===== src/rtl/sam_con_feeder.sv =====
// sam_con_feeder: buffers data words in a small FIFO and streams them to the SAM
//   convolver, serialising the ternary kernel on the 2-bit lane during priming.
// Latency: a pushed word reaches Data_Out one edge after its push at the earliest;
//   all stream outputs are registered.
// Backpressure: Push_Ready drops when the FIFO is full; an empty FIFO stalls the
//   stream (En=0) for as long as needed.
// Ports:
//   Clk, Rst_n            clock, async active-low reset
//   Start, Abort          job start pulse (IDLE only) / synchronous flush
//   KERNEL_SIZE, Num_Words, Kernel_Word   job config, sampled on Start
//   Push_Valid/Data/Ready word push interface
//   En, Data_Out, Kernel_Serial_Output, Last_Data_Out   convolver stream
//   Busy, Done, Error     status
module sam_con_feeder #(
  parameter int MAX_KERNEL_SIZE = 16,
  parameter int FIFO_DEPTH      = 8,
  parameter int DATA_W          = 32
) (
  input  logic                         Clk,
  input  logic                         Rst_n,
  input  logic                         Start,
  input  logic                         Abort,
  input  logic [7:0]                   KERNEL_SIZE,
  input  logic [15:0]                  Num_Words,
  input  logic [2*MAX_KERNEL_SIZE-1:0] Kernel_Word,
  input  logic                         Push_Valid,
  input  logic [DATA_W-1:0]            Push_Data,
  output logic                         Push_Ready,
  output logic                         En,
  output logic [DATA_W-1:0]            Data_Out,
  output logic [1:0]                   Kernel_Serial_Output,
  output logic                         Last_Data_Out,
  output logic                         Busy,
  output logic                         Done,
  output logic                         Error
);

  localparam int AW = (FIFO_DEPTH > 1) ? $clog2(FIFO_DEPTH) : 1;
  localparam int CW = $clog2(FIFO_DEPTH + 1);

  typedef enum logic [1:0] {S_IDLE, S_PRIME, S_STREAM, S_DONE} state_t;

  state_t r_state, w_state_nxt;

  // ---------------- FIFO storage ----------------
  logic [DATA_W-1:0] r_mem [FIFO_DEPTH];
  logic [AW-1:0]     r_wr_ptr, r_rd_ptr;
  logic [CW-1:0]     r_count;
  logic              w_full, w_empty, w_push, w_pop;
  logic [DATA_W-1:0] w_head;

  // ---------------- job config / counters ----------------
  logic [7:0]                   r_ksize;
  logic [15:0]                  r_nwords;
  logic [2*MAX_KERNEL_SIZE-1:0] r_kword;
  logic [7:0]                   r_elem_idx, w_elem_nxt;
  logic [15:0]                  r_word_cnt, w_wcnt_nxt;
  logic                         w_cfg_load, w_cfg_bad;

  // ---------------- registered outputs ----------------
  logic              r_en, w_en_nxt;
  logic [DATA_W-1:0] r_data, w_data_nxt;
  logic [1:0]        r_kso, w_kso_nxt;
  logic              r_last, w_last_nxt;
  logic              r_done, w_done_nxt;
  logic              r_error, w_error_nxt;

  logic [2*MAX_KERNEL_SIZE-1:0] w_kshift;
  logic [1:0]                   w_kelem;

  assign w_full     = (r_count == CW'(FIFO_DEPTH));
  assign w_empty    = (r_count == '0);
  assign w_head     = r_mem[r_rd_ptr];
  assign Push_Ready = !w_full;
  // A full FIFO refuses the push even if a pop frees a slot on the same edge.
  assign w_push     = Push_Valid && !w_full;

  // Element elem_idx sits at bits [2i+1:2i].
  assign w_kshift = r_kword >> {r_elem_idx, 1'b0};
  assign w_kelem  = w_kshift[1:0];

  assign w_cfg_bad = (KERNEL_SIZE == 8'd0) ||
                     (int'(KERNEL_SIZE) > MAX_KERNEL_SIZE) ||
                     (Num_Words <= {8'd0, KERNEL_SIZE});

  // ---------------- FSM: state register ----------------
  always_ff @(posedge Clk or negedge Rst_n) begin
    if (!Rst_n) r_state <= S_IDLE;
    else        r_state <= w_state_nxt;
  end

  // ---------------- FSM: next state and datapath ----------------
  always_comb begin
    w_state_nxt = r_state;
    w_pop       = 1'b0;
    w_en_nxt    = 1'b0;
    w_data_nxt  = r_data;
    w_kso_nxt   = 2'b00;
    w_last_nxt  = 1'b0;
    w_done_nxt  = 1'b0;
    w_error_nxt = r_error;
    w_elem_nxt  = r_elem_idx;
    w_wcnt_nxt  = r_word_cnt;
    w_cfg_load  = 1'b0;

    if (Abort) begin
      w_state_nxt = S_IDLE;
    end else begin
      unique case (r_state)
        S_IDLE: begin
          if (Start) begin
            if (w_cfg_bad) begin
              w_error_nxt = 1'b1;
            end else begin
              w_error_nxt = 1'b0;
              w_elem_nxt  = '0;
              w_wcnt_nxt  = '0;
              w_cfg_load  = 1'b1;
              w_state_nxt = S_PRIME;
            end
          end
        end
        S_PRIME: begin
          if (!w_empty) begin
            w_pop      = 1'b1;
            w_en_nxt   = 1'b1;
            w_data_nxt = w_head;
            w_kso_nxt  = w_kelem;
            w_elem_nxt = r_elem_idx + 8'd1;
            w_wcnt_nxt = r_word_cnt + 16'd1;
            if (r_elem_idx == r_ksize - 8'd1) w_state_nxt = S_STREAM;
          end
        end
        S_STREAM: begin
          if (!w_empty) begin
            w_pop      = 1'b1;
            w_en_nxt   = 1'b1;
            w_data_nxt = w_head;
            w_wcnt_nxt = r_word_cnt + 16'd1;
            // Config validation guarantees Num_Words > KERNEL_SIZE, so the last
            // word always falls in STREAM.
            if (r_word_cnt == r_nwords - 16'd1) begin
              w_last_nxt  = 1'b1;
              w_state_nxt = S_DONE;
            end
          end
        end
        S_DONE: begin
          w_done_nxt  = 1'b1;
          w_state_nxt = S_IDLE;
        end
        default: w_state_nxt = S_IDLE;
      endcase
    end
  end

  // ---------------- FIFO pointers / count ----------------
  always_ff @(posedge Clk or negedge Rst_n) begin
    if (!Rst_n) begin
      r_wr_ptr <= '0;
      r_rd_ptr <= '0;
      r_count  <= '0;
    end else if (Abort) begin
      r_wr_ptr <= '0;
      r_rd_ptr <= '0;
      r_count  <= '0;
    end else begin
      if (w_push) r_wr_ptr <= r_wr_ptr + AW'(1);
      if (w_pop)  r_rd_ptr <= r_rd_ptr + AW'(1);
      unique case ({w_push, w_pop})
        2'b10:   r_count <= r_count + CW'(1);
        2'b01:   r_count <= r_count - CW'(1);
        default: r_count <= r_count;
      endcase
    end
  end

  always_ff @(posedge Clk) begin
    if (w_push && !Abort) r_mem[r_wr_ptr] <= Push_Data;
  end

  // ---------------- config, counters, outputs ----------------
  always_ff @(posedge Clk or negedge Rst_n) begin
    if (!Rst_n) begin
      r_ksize    <= '0;
      r_nwords   <= '0;
      r_kword    <= '0;
      r_elem_idx <= '0;
      r_word_cnt <= '0;
      r_en       <= 1'b0;
      r_data     <= '0;
      r_kso      <= 2'b00;
      r_last     <= 1'b0;
      r_done     <= 1'b0;
      r_error    <= 1'b0;
    end else begin
      if (w_cfg_load) begin
        r_ksize  <= KERNEL_SIZE;
        r_nwords <= Num_Words;
        r_kword  <= Kernel_Word;
      end
      r_elem_idx <= w_elem_nxt;
      r_word_cnt <= w_wcnt_nxt;
      r_en       <= w_en_nxt;
      r_data     <= w_data_nxt;
      r_kso      <= w_kso_nxt;
      r_last     <= w_last_nxt;
      r_done     <= w_done_nxt;
      r_error    <= w_error_nxt;
    end
  end

  assign En                   = r_en;
  assign Data_Out             = r_data;
  assign Kernel_Serial_Output = r_kso;
  assign Last_Data_Out        = r_last;
  assign Done                 = r_done;
  assign Error                = r_error;
  assign Busy                 = (r_state == S_PRIME) || (r_state == S_STREAM);

endmodule


===== config.mk =====
export PLATFORM = sky130hd
export DESIGN_NAME = sam_con_feeder
export DESIGN_NICKNAME = d
export VERILOG_FILES = /design/src/rtl/sam_con_feeder.sv
export SDC_FILE = /design/constraint.sdc
export NUM_CORES = 1
export LEC_CHECK = 0
export BUFFER_PORTS_ARGS = -buffer_cell sky130_fd_sc_hd__buf_4
export CAP_MARGIN = 20
export CORE_UTILIZATION = 35
export CTS_CLUSTER_DIAMETER = 80
export DETAILED_ROUTE_END_ITERATION = 10
export MAX_ROUTING_LAYER = met4
export PLACE_DENSITY = 0.53
export SETUP_SLACK_MARGIN = 0.15
export SYNTH_ARGS = -nofsm -noshare
export SYNTH_HDL_FRONTEND = slang
export SYNTH_SLANG_ARGS = --single-unit

===== constraint.sdc =====
create_clock -name Clk -period 4.8 [get_ports Clk]
set_clock_uncertainty 0.05 [all_clocks]
set_input_delay 0.96 -clock Clk [delete_from_list [all_inputs] [get_ports Clk]]
set_output_delay 0.96 -clock Clk [all_outputs]
set_load 0.05 [all_outputs]

==> run metrics, run 1 <==
run status=finished, final reports clean; number of antenna violations at the first check in global routing=1; slew at the pin with the worst max-slew slack=0.882 ns; Seq pwr share=44.8%; combinational family with the most area after synthesis=multiplexers; count of nets after finishing=1,272; cell row count=78; Core Box Area=45,600 µm²; number of enable flip-flop cells after synthesis=256; Internal Power=0.00665 W; die outline width=217 µm; post-route worst setup slack=1.54 ns; compound-cell area share of the yosys netlist=3.91%; Critical Path Source Type=flip-flop; DR DRC count=0; Hold Violations, Final=0; Sink Count=386; clock group share of total power=34.3%; sum of net half-perimeters after detailed placement=21,500 µm; cell area after placement=18,000 µm²; largest fanout on the critical path=5; highest-count cells in the layout ignoring fill and taps=edfxtp_1, buf_4, dfrtp_1; sum of negative setup slack=0 ns; synthesized-area fraction occupied by adder cells=1.74%; Worst IR Drop VDD=0.389 mV; all-layer global routing usage=15.9%; DIE AREA=47,300 µm²; later-pin clock latency in the skew report=0.59 ns; Vert. Die Dim=217 µm; CTS tree=yes; maximum number of pins on one net before global-route repair=102; DRT Wirelength=35,200 µm; I/O Buffers=132; power density relative to cell area=485 nW/µm²; final-report max-slew violation count=0; Crit Reg-Reg Endpoint=r_state[0]; vias per std cell=4.96; synthesis-stage register bit count=386; final setup violation count=0; H-tree Lvls=2; number of global-route vias before repair=9,362; unrepaired setup endpoints after global routing=false; commonest non-fill, non-tap cell in the layout=edfxtp_1; multiplexer share of the synthesized area=15.9%; deepest clock path buffer count=3; Combinational Power Share=20.9%; sw power=0.00282 W; global route overflow=0; initial DRC count=458; kind of capture point of the worst setup path=flip-flop; total via count after detailed routing=8,906; Starting Density=35.6%; number of hold buffers added after cts=0; prevailing post-synth register cell=edfxtp_1; net switching share of the total power=29.8%; Post-Place Setup Slack=1.30 ns; area added between synthesis and finish=20.0%; post-route cell area=19,500 µm²; xor/xnor cell area share of the yosys netlist=2.48%; cell count after synthesis=1,008; simple-gate portion of the synthesized area=6.82%; Antenna Nets Post-Route=0; TritonCTS Buffers=44; Total Power Consumption=0.00947 W; detailed-route wire length per cell=19.6 µm; placer's final routability congestion estimate=0.790; wire length of the first global-routing pass=55,400 µm; number of synthesis warnings=0; first-pass detailed-route iteration total=4; sequential element share of the synthesized area=67.3%; Setup CP Type=flip-flop to flip-flop; period utilisation layout=68.0%; count of buffers added by post-CTS timing repair for setup=0; cell leakage power=7.23 nW; netlist area before placement=16,200 µm²; number of distinct library cells after synthesis=61; CTS clock-pin slew for the worst setup and hold paths=0.06 ns; number of top-level pins=133; synthesized netlist net count=1,123; worst path required time=5.24 ns; root cell of the clock tree=clkbuf_16; min Tclk post-route=3.26 ns; kind of path behind the tightest hold check=input port to async pin; arrival time worst endpoint=3.70 ns; hold slack=0.157 ns; asr flop ratio synth=33.7%; maximum clock rate=0.307 GHz; number of max-capacitance violations reported=0; launch point of the worst reg-to-reg path=r_nwords[0]; R2R setup slack=1.54 ns; Max transition margin=41.2%; synthesized area per cell=16.1 µm²; Worst Reg-to-Reg Cells=10; layout cells sized above 1=29.1%; post-cts gate resize count=0
[cell families after synthesis]
logic type                 count (synthesis)
muxes                                    160
xor gates and xnor gates                  46
AOI/OAI and AO/OA                        104
adders and majority gates                 22
buffers and inverters                     76
and+or+nand+nor                          214
DFF                                      386
[per-layer routing]
metal | up-vias | wire, µm | GRT usage, %
li1 | 4151 | - | -
met1 | 4550 | 16000 | 20.9
met2 | 156 | 16800 | 24.7
met3 | 49 | 1720 | 3.78
met4 | 0 | 626 | 4.15
met5 | - | 0 | -
[power groups by stage]
stage,Sequential (W),Combinational (W),Clock [W]
floorplan,0.00453,0.00114,0
global route,0.00430,0.00216,0.00349
CTS,0.00425,0.00201,0.00337
global placement,0.00431,0.00198,0
detailed placement,0.00431,0.00200,0
finish,0.00424,0.00198,0.00325
[critical path, cell delays in order (launching register included)]
cell and delay [ns]:
dfrtp_1 0.42, inv_1 0.08, ha_1 0.23, or4b_1 0.53
nor3_2 0.24, mux2_2 0.37, a31oi_1 0.21, o221ai_2 0.16
nor4_2 0.48, o21ai_2 0.13, a221oi_2 0.27
[worst max-delay path by stage]
stage,start,endpoint,slack [ns]
after floorplan,Push_Valid,r_mem[0][0],0.66
after global placement,Num_Words[9],r_kword[21],1.30
after detailed placement,Num_Words[9],r_kword[9],1.30
after CTS,r_count[0],r_count[3],1.47
after global routing,r_nwords[0],r_state[0],1.34
final,r_nwords[0],r_state[0],1.54
[per-stage QoR]
step | utilization, % | instances
after floorplan | - | 1008
after global placement | 39.6 | 1709
after detailed placement | 39.6 | 1709
after CTS | 42.7 | 1790
after global routing | 42.8 | 1793
final | 42.8 | 1794
[layout make-up]
type	count	area (µm²)
timing repair buffer	149	1180
fill	4095	26100
clock buffer	65	1250
tap	600	751
multi-input combinational	546	5080
inverter	30	113
antenna	2	5.00
sequential	386	10900
clock inverter	16	173
[cell usage after synthesis, types with 6 or more instances]
cell        n  area (µm²)
nand4_1     8        50.1
xnor2_1    29         254
o21ai_0    54         270
dfrtp_1   130        3250
nor3_1      7        35.0
mux4_2     74        1670
nor2b_1     7        43.8
nand3_1    15        75.1
or3_1       7        43.8
and3_1      7        43.8
a21oi_1    16        80.1
nand2_1    77         289
clkbuf_1   34         128
mux2_1     18         203
nand2b_1    6        37.5
edfxtp_1  256        7690
nor4_1     12        75.1
mux2_2     31         349
o211ai_1    6        45.0
ha_1       21         263
mux2i_1    37         370
inv_1      30         113
xor2_1     17         149
nor2_1     37         139
buf_1      10        37.5
[registers in the layout, summed over array words and instances, names as in the netlist, 3 cells and up]
signal and count:
r_count 4, r_kword 32, Data_Out 32, r_rd_ptr 3, r_wr_ptr 3, r_elem_idx 8
r_mem 256, r_word_cnt 16, r_ksize 8, r_nwords 16
No activity file was read; power rests on OpenSTA's default activity.
==> inputs of run 2 (changes only) <==
Clock period 4.8 ns to 3.4 ns, I/O delays scaled along.
==> run metrics, run 2 (synthesis gave the netlist of run 1 again) <==
run status=finished, final reports clean (unchanged); DIE AREA=47,300 µm² (unchanged); vias per std cell=4.96 (about the same); Antenna Nets Post-Route=0 (unchanged); min Tclk post-route=3.02 ns (was 3.26 ns); Max transition margin=48.4% (was 41.2%); count of nets after finishing=1,286 (was 1,272); placer's final routability congestion estimate=0.807 (was 0.790); sum of negative setup slack=0 ns (unchanged); wire length of the first global-routing pass=55,500 µm (was 55,400 µm); Critical Path Source Type=flip-flop (unchanged); Worst Reg-to-Reg Cells=10 (unchanged); Core Box Area=45,600 µm² (unchanged); register with the most flip-flops=r_mem (unchanged); count of buffers added by post-CTS timing repair for setup=0 (unchanged); detailed-route wire length per cell=19.7 µm (was 19.6 µm); commonest non-fill, non-tap cell in the layout=edfxtp_1 (unchanged); largest fanout on the critical path=5 (unchanged); CTS clock-pin slew for the worst setup and hold paths=0.06 ns (about the same); power density relative to cell area=671 nW/µm² (was 485 nW/µm²); Vert. Die Dim=217 µm (unchanged); flip-flop count of the largest register after layout=256 (unchanged); maximum clock rate=0.331 GHz (was 0.307 GHz); arrival time worst endpoint=3.45 ns (was 3.70 ns); post-route worst setup slack=0.383 ns (was 1.54 ns); sum of net half-perimeters after detailed placement=21,800 µm (was 21,500 µm); number of top-level pins=133 (unchanged); H-tree Lvls=2 (unchanged); post-cts gate resize count=0 (unchanged); cell row count=78 (unchanged); layout cells sized above 1=29.3% (was 29.1%); I/O Buffers=132 (unchanged); final-report max-slew violation count=0 (unchanged); deepest clock path buffer count=3 (unchanged); unrepaired setup endpoints after global routing=false (unchanged); final setup violation count=0 (unchanged); root cell of the clock tree=clkbuf_16 (unchanged); number of antenna violations at the first check in global routing=1 (unchanged); global route overflow=0 (unchanged); initial DRC count=578 (was 458); cell leakage power=7.25 nW (was 7.23 nW); total via count after detailed routing=8,956 (was 8,906); TritonCTS Buffers=43 (was 44); period utilisation layout=88.7% (was 68.0%); all-layer global routing usage=16.0% (was 15.9%); slew at the pin with the worst max-slew slack=0.774 ns (was 0.882 ns); Starting Density=35.6% (unchanged); number of global-route vias before repair=9,320 (was 9,362); Post-Place Setup Slack=0.230 ns (was 1.30 ns); worst path required time=3.84 ns (was 5.24 ns); die outline width=217 µm (unchanged); DR DRC count=0 (unchanged); first-pass detailed-route iteration total=4 (unchanged); number of hold buffers added after cts=0 (unchanged); kind of path behind the tightest hold check=input port to async pin (unchanged); maximum number of pins on one net before global-route repair=72 (was 102); highest-count cells in the layout ignoring fill and taps=edfxtp_1, buf_4, dfrtp_1 (unchanged); number of max-capacitance violations reported=0 (unchanged); CTS tree=yes (unchanged); number of fill cells=4,082 (was 4,095); Worst IR Drop VDD=0.415 mV (was 0.389 mV); area added between synthesis and finish=20.5% (was 20.0%); Setup CP Type=flip-flop to flip-flop (unchanged); Hold Violations, Final=0 (unchanged); Sink Count=386 (unchanged); DRT Wirelength=35,500 µm (was 35,200 µm); later-pin clock latency in the skew report=0.58 ns (was 0.59 ns); kind of capture point of the worst setup path=flip-flop (unchanged)
-- run 2: worst max-delay path, stage by stage, from the launching register on --
cell and delay, ns:
dfrtp_1 0.41, inv_1 0.07, ha_1 0.23, or4b_1 0.53
nor3_2 0.23, mux2_2 0.36, a31oi_1 0.19, o221ai_2 0.16
nor4_4 0.34, o21ai_2 0.11, a221oi_2 0.27
-- run 2: where the power goes --
part / switching (W) / leakage (nW) / internal, W / total [W]
clock: 0.00189 / 0.635 / 0.00242 / 0.00431
combinational: 0.00159 / 2.60 / 0.00126 / 0.00285
sequential: 0.000485 / 4.01 / 0.00549 / 0.00598
total: 0.00396 / 7.25 / 0.00917 / 0.0131
-- run 2: layout make-up --
cell class	count	area (µm²)	area share, %
antenna	1	2.50	0.0128
clock buffer	61	1160	5.95
clock inverter	19	151	0.774
inverter	30	113	0.575
multi-input combinational	546	5110	26.1
sequential	386	10900	55.9
tap	600	751	3.84
timing repair buffer	164	1340	6.82
-- run 2: stage by stage --
stage	cell area (µm²)	utilization [%]	hold slack (ns)	total power, W	std cells
after detailed placement	18200	40.0	0.423	0.00895	1726
after CTS	19600	42.9	0.0848	0.0134	1806
final	19600	42.9	0.0945	0.0131	1807
after global routing	19600	42.9	0.125	0.0138	1807
after floorplan	16300	-	0.334	0.00801	1008
after global placement	18200	40.0	0.414	0.00892	1726
-- run 2: routing by layer --
layer,global-route usage (%),vias up,share of wire [%]
met1,21.3,4547,46
met2,24.8,183,47
met5,-,-,0
met4,4.60,0,1.9
met3,3.33,48,4.8
li1,-,4178,-
-- run 2: final timing paths --
| path | start | end | slack (ns) |
|---|---|---|---|
| worst max-delay path | r_nwords[0] | r_state[0] | 0.38 |
| worst min-delay path | Rst_n | r_kword[11] | 0.09 |
| worst max register to register | r_nwords[0] | r_state[0] | 0.38 |
| worst min register to register | Data_Out[18] | Data_Out[18] | 0.43 |
| max in group asynchronous | Rst_n | Data_Out[13] | 2.42 |
| min in group Clk | Kernel_Word[26] | r_kword[26] | 0.27 |
